`src/rtl/washer_timer_if.sv`:
```
// Controller-to-timer link: run requests and duration select in one direction,
// expiry/busy/remaining-tick status in the other.
interface washer_timer_if #(
  parameter int CNT_W = 16
);
  logic             TIMER_EN;
  logic             SPIN_EN;
  logic [1:0]       TIMER_SEL;
  logic             TIMER_DONE;
  logic             BUSY;
  logic [CNT_W-1:0] REMAINING;

  modport master (
    output TIMER_EN, SPIN_EN, TIMER_SEL,
    input  TIMER_DONE, BUSY, REMAINING
  );

  modport slave (
    input  TIMER_EN, SPIN_EN, TIMER_SEL,
    output TIMER_DONE, BUSY, REMAINING
  );
endinterface

```
`src/rtl/washer_timer.sv`:
```
// Phase timer: counts T(sel) prescaled ticks from the start edge, then holds
// TIMER_DONE while the request stays high; all outputs registered.
module washer_timer #(
  parameter int PRESCALE  = 1000,
  parameter int T_DEFAULT = 60,
  parameter int T_WASH_M  = 300,
  parameter int T_WASH_H  = 600,
  parameter int T_SPIN    = 180,
  parameter int CNT_W     = 16
) (
  input logic           CLK,
  input logic           RST,
  washer_timer_if.slave tif
);
  localparam int            PW         = (PRESCALE > 1) ? $clog2(PRESCALE) : 1;
  localparam logic [PW-1:0] PRESC_LAST = PW'(PRESCALE - 1);

  typedef enum logic [1:0] {
    IDLE    = 2'b00,
    RUN     = 2'b01,
    EXPIRED = 2'b10
  } state_t;

  state_t           state_q, state_d;
  logic [PW-1:0]    presc_q, presc_d;
  logic [CNT_W-1:0] rem_q, rem_d;
  logic             done_q, done_d;
  logic             busy_q, busy_d;
  logic             req;

  assign req = tif.TIMER_EN | tif.SPIN_EN;

  function automatic logic [CNT_W-1:0] dur(input logic [1:0] sel);
    case (sel)
      2'b00:   dur = CNT_W'(T_DEFAULT);
      2'b01:   dur = CNT_W'(T_WASH_M);
      2'b10:   dur = CNT_W'(T_WASH_H);
      default: dur = CNT_W'(T_SPIN);
    endcase
  endfunction

  // The select only matters at the start edge: it is folded into the loaded
  // tick count, so later TIMER_SEL changes cannot affect the running phase.
  always_comb begin
    state_d = state_q;
    presc_d = '0;
    rem_d   = '0;
    done_d  = 1'b0;
    busy_d  = 1'b0;
    case (state_q)
      IDLE: begin
        if (req) begin
          state_d = RUN;
          rem_d   = dur(tif.TIMER_SEL);
          busy_d  = 1'b1;
        end
      end
      RUN: begin
        if (!req) begin
          state_d = IDLE;
        end else if (presc_q == PRESC_LAST) begin
          rem_d = rem_q - CNT_W'(1);
          if (rem_q == CNT_W'(1)) begin
            state_d = EXPIRED;
            done_d  = 1'b1;
          end else begin
            busy_d = 1'b1;
          end
        end else begin
          presc_d = presc_q + PW'(1);
          rem_d   = rem_q;
          busy_d  = 1'b1;
        end
      end
      EXPIRED: begin
        // No retrigger here: REQ must drop for an edge before a new run.
        if (req) done_d = 1'b1;
        else     state_d = IDLE;
      end
      default: state_d = IDLE;
    endcase
  end

  always_ff @(posedge CLK or negedge RST) begin
    if (!RST) begin
      state_q <= IDLE;
      presc_q <= '0;
      rem_q   <= '0;
      done_q  <= 1'b0;
      busy_q  <= 1'b0;
    end else begin
      state_q <= state_d;
      presc_q <= presc_d;
      rem_q   <= rem_d;
      done_q  <= done_d;
      busy_q  <= busy_d;
    end
  end

  assign tif.TIMER_DONE = done_q;
  assign tif.BUSY       = busy_q;
  assign tif.REMAINING  = rem_q;
endmodule

```
`src/flat_wrapper.sv`:
```
// flat-port wrapper written by rule: the top's interface ports become plain ports
module washer_timer_flat 
#(
  parameter int PRESCALE  = 1000,
  parameter int T_DEFAULT = 60,
  parameter int T_WASH_M  = 300,
  parameter int T_WASH_H  = 600,
  parameter int T_SPIN    = 180,
  parameter int CNT_W     = 16
)
  (CLK, RST, tif_TIMER_EN, tif_SPIN_EN, tif_TIMER_SEL, tif_TIMER_DONE, tif_BUSY, tif_REMAINING);
  washer_timer_if #(.CNT_W(CNT_W)) tif_i ();
  input logic CLK;
  input logic RST;
  input wire logic [$bits(tif_i.TIMER_EN)-1:0] tif_TIMER_EN;
  input wire logic [$bits(tif_i.SPIN_EN)-1:0] tif_SPIN_EN;
  input wire logic [$bits(tif_i.TIMER_SEL)-1:0] tif_TIMER_SEL;
  output wire logic [$bits(tif_i.TIMER_DONE)-1:0] tif_TIMER_DONE;
  output wire logic [$bits(tif_i.BUSY)-1:0] tif_BUSY;
  output wire logic [$bits(tif_i.REMAINING)-1:0] tif_REMAINING;
  assign tif_i.TIMER_EN = tif_TIMER_EN;
  assign tif_i.SPIN_EN = tif_SPIN_EN;
  assign tif_i.TIMER_SEL = tif_TIMER_SEL;
  assign tif_TIMER_DONE = tif_i.TIMER_DONE;
  assign tif_BUSY = tif_i.BUSY;
  assign tif_REMAINING = tif_i.REMAINING;
  washer_timer #(.PRESCALE(PRESCALE), .T_DEFAULT(T_DEFAULT), .T_WASH_M(T_WASH_M), .T_WASH_H(T_WASH_H), .T_SPIN(T_SPIN), .CNT_W(CNT_W)) u_core (.CLK(CLK), .RST(RST), .tif(tif_i));
endmodule
```
`config.mk`:
```
export PLATFORM = sky130hd
export DESIGN_NAME = washer_timer_flat
export DESIGN_NICKNAME = d
export VERILOG_FILES = /design/src/rtl/washer_timer_if.sv /design/src/rtl/washer_timer.sv /design/src/flat_wrapper.sv
export SDC_FILE = /design/constraint.sdc
export NUM_CORES = 1
export LEC_CHECK = 0
export BUFFER_PORTS_ARGS = -buffer_cell sky130_fd_sc_hd__buf_2
export CAP_MARGIN = 30
export CORE_MARGIN = 2
export CORE_UTILIZATION = 45
export DETAILED_ROUTE_END_ITERATION = 8
export GPL_ROUTABILITY_DRIVEN = 0
export PLACE_DENSITY = 0.67
export SYNTH_ARGS = -nofsm -noshare
export SYNTH_HDL_FRONTEND = slang
export SYNTH_SLANG_ARGS = --single-unit
export TNS_END_PERCENT = 30
```
`constraint.sdc`:
```
create_clock -name CLK -period 1.7 [get_ports CLK]
set_clock_uncertainty 0.1 [all_clocks]
set_input_delay 0.17 -clock CLK [delete_from_list [all_inputs] [get_ports CLK]]
set_output_delay 0.17 -clock CLK [all_outputs]
set_load 0.01 [all_outputs]
```
== After elaboration in Yosys (flattened, before gate mapping) ==
Cells that the tools add are included.
W data, S select, Z words.

* Bits in registers: 30
* Input bits: 6

* $add $sub $neg: 2
* Eq/ne operators: 10
* Multiplexer cells: 23
* Bitwise gates (word level): 1
* Reductions and logical operators: 3

{| class="wikitable"
|+ Operator list
! operator !! count
|-
| $mux W16 || 3
|-
| $pmux W16 S2 || 1
|-
| $mux W10 || 3
|-
| $pmux W10 S3 || 1
|-
| $eq A16 B1 Y1 const B || 1
|-
| $sub A16 B1 Y16 const B || 1
|-
| $add A10 B1 Y10 const B || 1
|-
| $eq A10 B10 Y1 const B || 1
|-
| $mux W2 || 5
|-
| $mux W1 || 7
|-
| $ne A3 B3 Y1 const B || 2
|-
| $pmux W2 S3 || 1
|-
| $eq A2 B1 Y1 const B || 2
|-
| $eq A2 B2 Y1 const B || 2
|-
| $logic_not A2 Y1 || 2
|-
| $pmux W1 S2 || 2
|-
| $reduce_and A4 Y1 || 1
|-
| $ne A2 B1 Y1 const B || 1
|-
| $ne A2 B2 Y1 const B || 1
|-
| $or A1 B1 Y1 || 1
|}

== Depth between registers and ports, before layout ==
* Word-level depth: 5
* Mapped depth: 7
* Gate-level depth less buffers: 6

== Worst setup path before layout ==
No wires, ideal clock.

* Path kind: reg-to-reg
* Start: register u_core.state_q[0]
* End: register u_core.rem_q[11], in the netlist u_core.tif.REMAINING[11]
* Setup time: 0.078 ns
* Arrival time: 1.626 ns
* Slack: -0.104 ns
* Stages on the path, launching flop included: 7
* Cell sequence: dfrtp_1 > ha_1 > o21ai_2 > a31oi_1 > buf_2 > or4_1 > a21oi_1

* Longest elaborated chain between the ends: 2

{| class="wikitable"
|+ Ends and longest elaborated chain
! what !! line !! source
|-
| from (decl) || washer_timer.sv:24 || <nowiki>state_t state_q, state_d;</nowiki>
|-
| from (signal assigned) || washer_timer.sv:92 || <nowiki>state_q <= state_d;</nowiki>
|-
| $eq A2 B1 Y1 / $logic_not A2 Y1 (equally long branches) || washer_timer.sv:50 || <nowiki>case (state_q)</nowiki>
|-
| $pmux W16 S2 / $ne A3 B3 Y1 (equally long branches) || n/a ||
|-
| to (signal assigned) || washer_timer.sv:94 || <nowiki>rem_q <= rem_d;</nowiki>
|-
| to (decl) || washer_timer.sv:26 || <nowiki>logic [CNT_W-1:0] rem_q, rem_d;</nowiki>
|}

Several ways; a longest one is shown, not always the timed one.
A chain may end at the register's enable or synchronous reset.

== Final worst setup path ==
* Start: register u_core.presc_q[4]
* End: register u_core.rem_q[12], in the netlist u_core.tif.REMAINING[12]

* Longest elaborated chain between the ends: 2

{| class="wikitable"
|+ Ends and longest elaborated chain
! what !! line !! source
|-
| from (decl) || washer_timer.sv:25 || <nowiki>logic [PW-1:0] presc_q, presc_d;</nowiki>
|-
| from (signal assigned) || washer_timer.sv:93 || <nowiki>presc_q <= presc_d;</nowiki>
|-
| $eq A10 B10 Y1 || washer_timer.sv:61 || <nowiki>end else if (presc_q == PRESC_LAST) begin</nowiki>
|-
| $ne A3 B3 Y1 (no source line) || n/a ||
|}

No other way between the ends.

==> results.sh <==
export IMPL_max_freq_mhz=549.6
export IMPL_antennaDiodeCount=0
export IMPL_power_leakage_nw=1.233
export IMPL_rrSetupSlack_ns=-0.12
export IMPL_flop_and_latch_count_out_of_synthesis=30
export IMPL_cts_buffers_inserted=5
export IMPL_remaining_drc_errors=0
export IMPL_post_route_cells_drive_above_1_share_pct=44.24
export IMPL_timing_final_setup_violations=10
export IMPL_avgSynthCellArea_sq_um=9.286
export IMPL_core_region_area_sq_um=3744
export IMPL_worst_setup_hold_path_clk_slew_ns=0.07
export IMPL_most_frequently_used_flop_master_after_synthesis="sky130_fd_sc_hd__dfrtp_1"
export IMPL_dp_hpwl_um=3660
export IMPL_grt_first_pass_wirelength_um=8383
export IMPL_unique_cell_type_count_in_the_yosys_netlist=50
export IMPL_cts_path_max_buffers=2
export IMPL_setup_slack_ns=-0.1196
export IMPL_number_of_antenna_violations_at_the_first_check_in_global_routing=0
export IMPL_design_die_area_sq_um=4482
export IMPL_cts_root_buffer="sky130_fd_sc_hd__clkbuf_8"
export IMPL_critPathCaptureType="flop"
export IMPL_vdd_ir_drop_worst_mv=0.7615
export IMPL_synth_compound_gate_area_share_pct=18.11
export IMPL_final_cell_area_sq_um=2615
export IMPL_tritoncts="done"
export IMPL_placement_io_buffers=23
export IMPL_grt_max_degree=31
export IMPL_wl_per_cell_um=15.28
export IMPL_finalMaxSlewViolations=0
export IMPL_drt_first_iter_violations=156
export IMPL_via_count_of_the_first_global_routing_pass=1882
export IMPL_yosys_area_share_simple_pct=28.70
export IMPL_post_synth_xor_area_fraction_pct=4.421
export IMPL_synth_yosys_warnings=0
export IMPL_slew_headroom_pct=54.67
export IMPL_startpoint_type="flop"
export IMPL_placed_area_sq_um=2372
export IMPL_syn_instance_count=192
export IMPL_cp_data_arrival_time_ns=1.92
export IMPL_final_cell_mix="56 x sky130_fd_sc_hd__buf_4, 28 x sky130_fd_sc_hd__dfrtp_1, 24 x sky130_fd_sc_hd__nor2_1"
export IMPL_chipHeight_um=66.95
export IMPL_total_power_density_per_cell_area_nw_per_um2=1613
export IMPL_detailroute_via_count=1880
export IMPL_timing_critical_path_required_ns=1.80
export IMPL_synth_seq_area_share_pct=42.11
export IMPL_top_level_ports=24
export IMPL_category_of_the_most_critical_setup_path="flop to flop"
export IMPL_clock_insertion_delay_worst_skew_ns=0.28
export IMPL_chipWidth_um=66.95
export IMPL_postLayoutCoreUtil_pct=69.85
export IMPL_filler_cell_count=293
export IMPL_mostFrequentLayoutCell="sky130_fd_sc_hd__buf_4"
export IMPL_instances_no_fill=326
export IMPL_timing_final_crit_share_pct=107.0
export IMPL_number_of_flops_mapped_to_enable_cells_by_yosys=0
export IMPL_floorplan_initialDensity_pct=47.63
export IMPL_syn_num_nets=204
export IMPL_gr_usage_all_layers_pct=24.71
export IMPL_synthesis_area_sq_um=1783
export IMPL_violations="setup timing"
export IMPL_cts_sinks=30
export IMPL_fin_nets=289
export IMPL_multiplexer_fraction_of_the_synthesized_cell_area_pct=0
export IMPL_maxCapViolations=0
export IMPL_firstDrtPassIters=4
export IMPL_drtAntennaViolNets=0
export IMPL_grt_ovfl_total=0
export IMPL_synth_top_family_by_area="simple AND/OR/NAND/NOR gates"
export IMPL_cts_htree_levels=2
export IMPL_dp_cells=310
export IMPL_viasPerCell=5.767
export IMPL_grt_setup_unrepaired="true"
export IMPL_postSynth_asyncResetShare_pct=100.0
export IMPL_synth_adder_area_share_pct=4.211
export IMPL_detail_route_wirelength_um=4982
export IMPL_path_max_fanout=5
export IMPL_tightestPinTransition_ns=0.6799
export IMPL_finalHoldViolCount=0
export IMPL_hold_wc_path_type="input port to flop"
export IMPL_area_growth_syn_to_layout_pct=46.67
export IMPL_dpl_worst_slack_ns=-0.1127
export IMPL_floorplan_rows=22
export IMPL_outcome="finished, violations left"
export IMPL_period_minus_slack_ns=1.820
## cell usage after synthesis (4+ instances only)
master | number | area share [%]
sky130_fd_sc_hd__inv_1 | 4 | 0.84
sky130_fd_sc_hd__dfrtp_1 | 30 | 42
sky130_fd_sc_hd__o21ai_0 | 4 | 1.1
sky130_fd_sc_hd__nand4_1 | 5 | 1.8
sky130_fd_sc_hd__a31oi_1 | 4 | 1.4
sky130_fd_sc_hd__a21oi_1 | 10 | 2.8
sky130_fd_sc_hd__nand2_1 | 16 | 3.4
sky130_fd_sc_hd__xnor2_1 | 4 | 2.0
sky130_fd_sc_hd__and3_1 | 4 | 1.4
sky130_fd_sc_hd__nor2b_1 | 5 | 1.8
sky130_fd_sc_hd__xor2_1 | 5 | 2.5
sky130_fd_sc_hd__ha_1 | 6 | 4.2
sky130_fd_sc_hd__o22ai_1 | 5 | 1.8
sky130_fd_sc_hd__nor3_1 | 5 | 1.4
sky130_fd_sc_hd__nand3_1 | 8 | 2.2
sky130_fd_sc_hd__nor2_1 | 25 | 5.3
## where the power goes
group	switching, mW	internal, mW
Sequential	0.197	0.902
Combinational	1.29	1.25
Clock	0.259	0.326
Total	1.74	2.48
## routing by layer
layer / vias up / part of all wire, % / global-route usage, %
met4: 0 / 1.7 / 7.908
met3: 10 / 4.5 / 5.574
met1: 907 / 42 / 28.28
met5: - / 0 / 0
met2: 62 / 52 / 45.13
li1: 901 / - / -
## through the flow
stage | power, mW | hold WS (ns) | TNS, ns
5_1_grt | 4.504 | 0.1795 | -1.493
6_report | 4.219 | 0.1451 | -0.4702
4_1_cts | 4.005 | 0.1490 | -0.3928
3_5_place_dp | 3.322 | 0.1538 | -1.008
3_3_place_gp | 3.261 | 0.1345 | -0.3091
2_1_floorplan | 2.242 | -0.2256 | -0.1435
## cell type report
class | instances | area [sq um] | area share, %
flip-flops and latches | 30 | 753.2 | 28.80
clock inverters | 1 | 5.005 | 0.1914
well taps | 48 | 60.06 | 2.297
multi-input cells | 154 | 1127 | 43.11
clock buffers | 7 | 86.33 | 3.301
inverters | 4 | 15.01 | 0.5742
repair buffers | 82 | 568.0 | 21.72
## sequential cells by signal (all words and copies together) (netlist names)
| name | flops |
|---|---|
| u_core.presc_q | 10 |
| u_core.tif.BUSY | 1 |
| u_core.tif.TIMER_DONE | 1 |
| u_core.tif.REMAINING | 16 |
| u_core.state_q | 2 |
## repair_timing
action	CTS	global route
buffers inserted	2	4
resized for setup	10	12
hold buffers	1	0
endpoints found under the hold margin	30	0
gates cloned	0	1
endpoints found under the setup margin	24	19
pin swaps	6	9
## critical path: stages, from the launching register on
cell	delay [ns]
sky130_fd_sc_hd__dfrtp_1	0.39
sky130_fd_sc_hd__buf_6	0.13
sky130_fd_sc_hd__nor3b_4	0.27
sky130_fd_sc_hd__a31oi_4	0.16
sky130_fd_sc_hd__or4b_4	0.56
sky130_fd_sc_hd__a21oi_2	0.13
## cell families (layout without fill, tap and decap cells)
family,Yosys count,in the layout
compound gates,46,47
xor+xnor,9,9
fa+ha+maj,6,6
buf+inv,9,94
flops,30,30
simple gates,92,92
## worst paths after layout
kind / from / end / cells after the start
worst max-delay path: u_core.presc_q[4]$_DFF_PN0_ / u_core.tif.REMAINING[12]$_DFFE_PN0N_ / 5
worst min-delay path: tif_TIMER_SEL[0] / u_core.tif.REMAINING[7]$_DFFE_PN0N_ / 4
worst max register to register: u_core.presc_q[4]$_DFF_PN0_ / u_core.tif.REMAINING[12]$_DFFE_PN0N_ / 5
worst min register to register: u_core.presc_q[0]$_DFF_PN0_ / u_core.presc_q[0]$_DFF_PN0_ / 2
max in group asynchronous: RST / u_core.tif.REMAINING[10]$_DFFE_PN0N_ / 2
min in group asynchronous: RST / u_core.tif.REMAINING[4]$_DFFE_PN0N_ / 2
(Power assumes the default switching activity.)
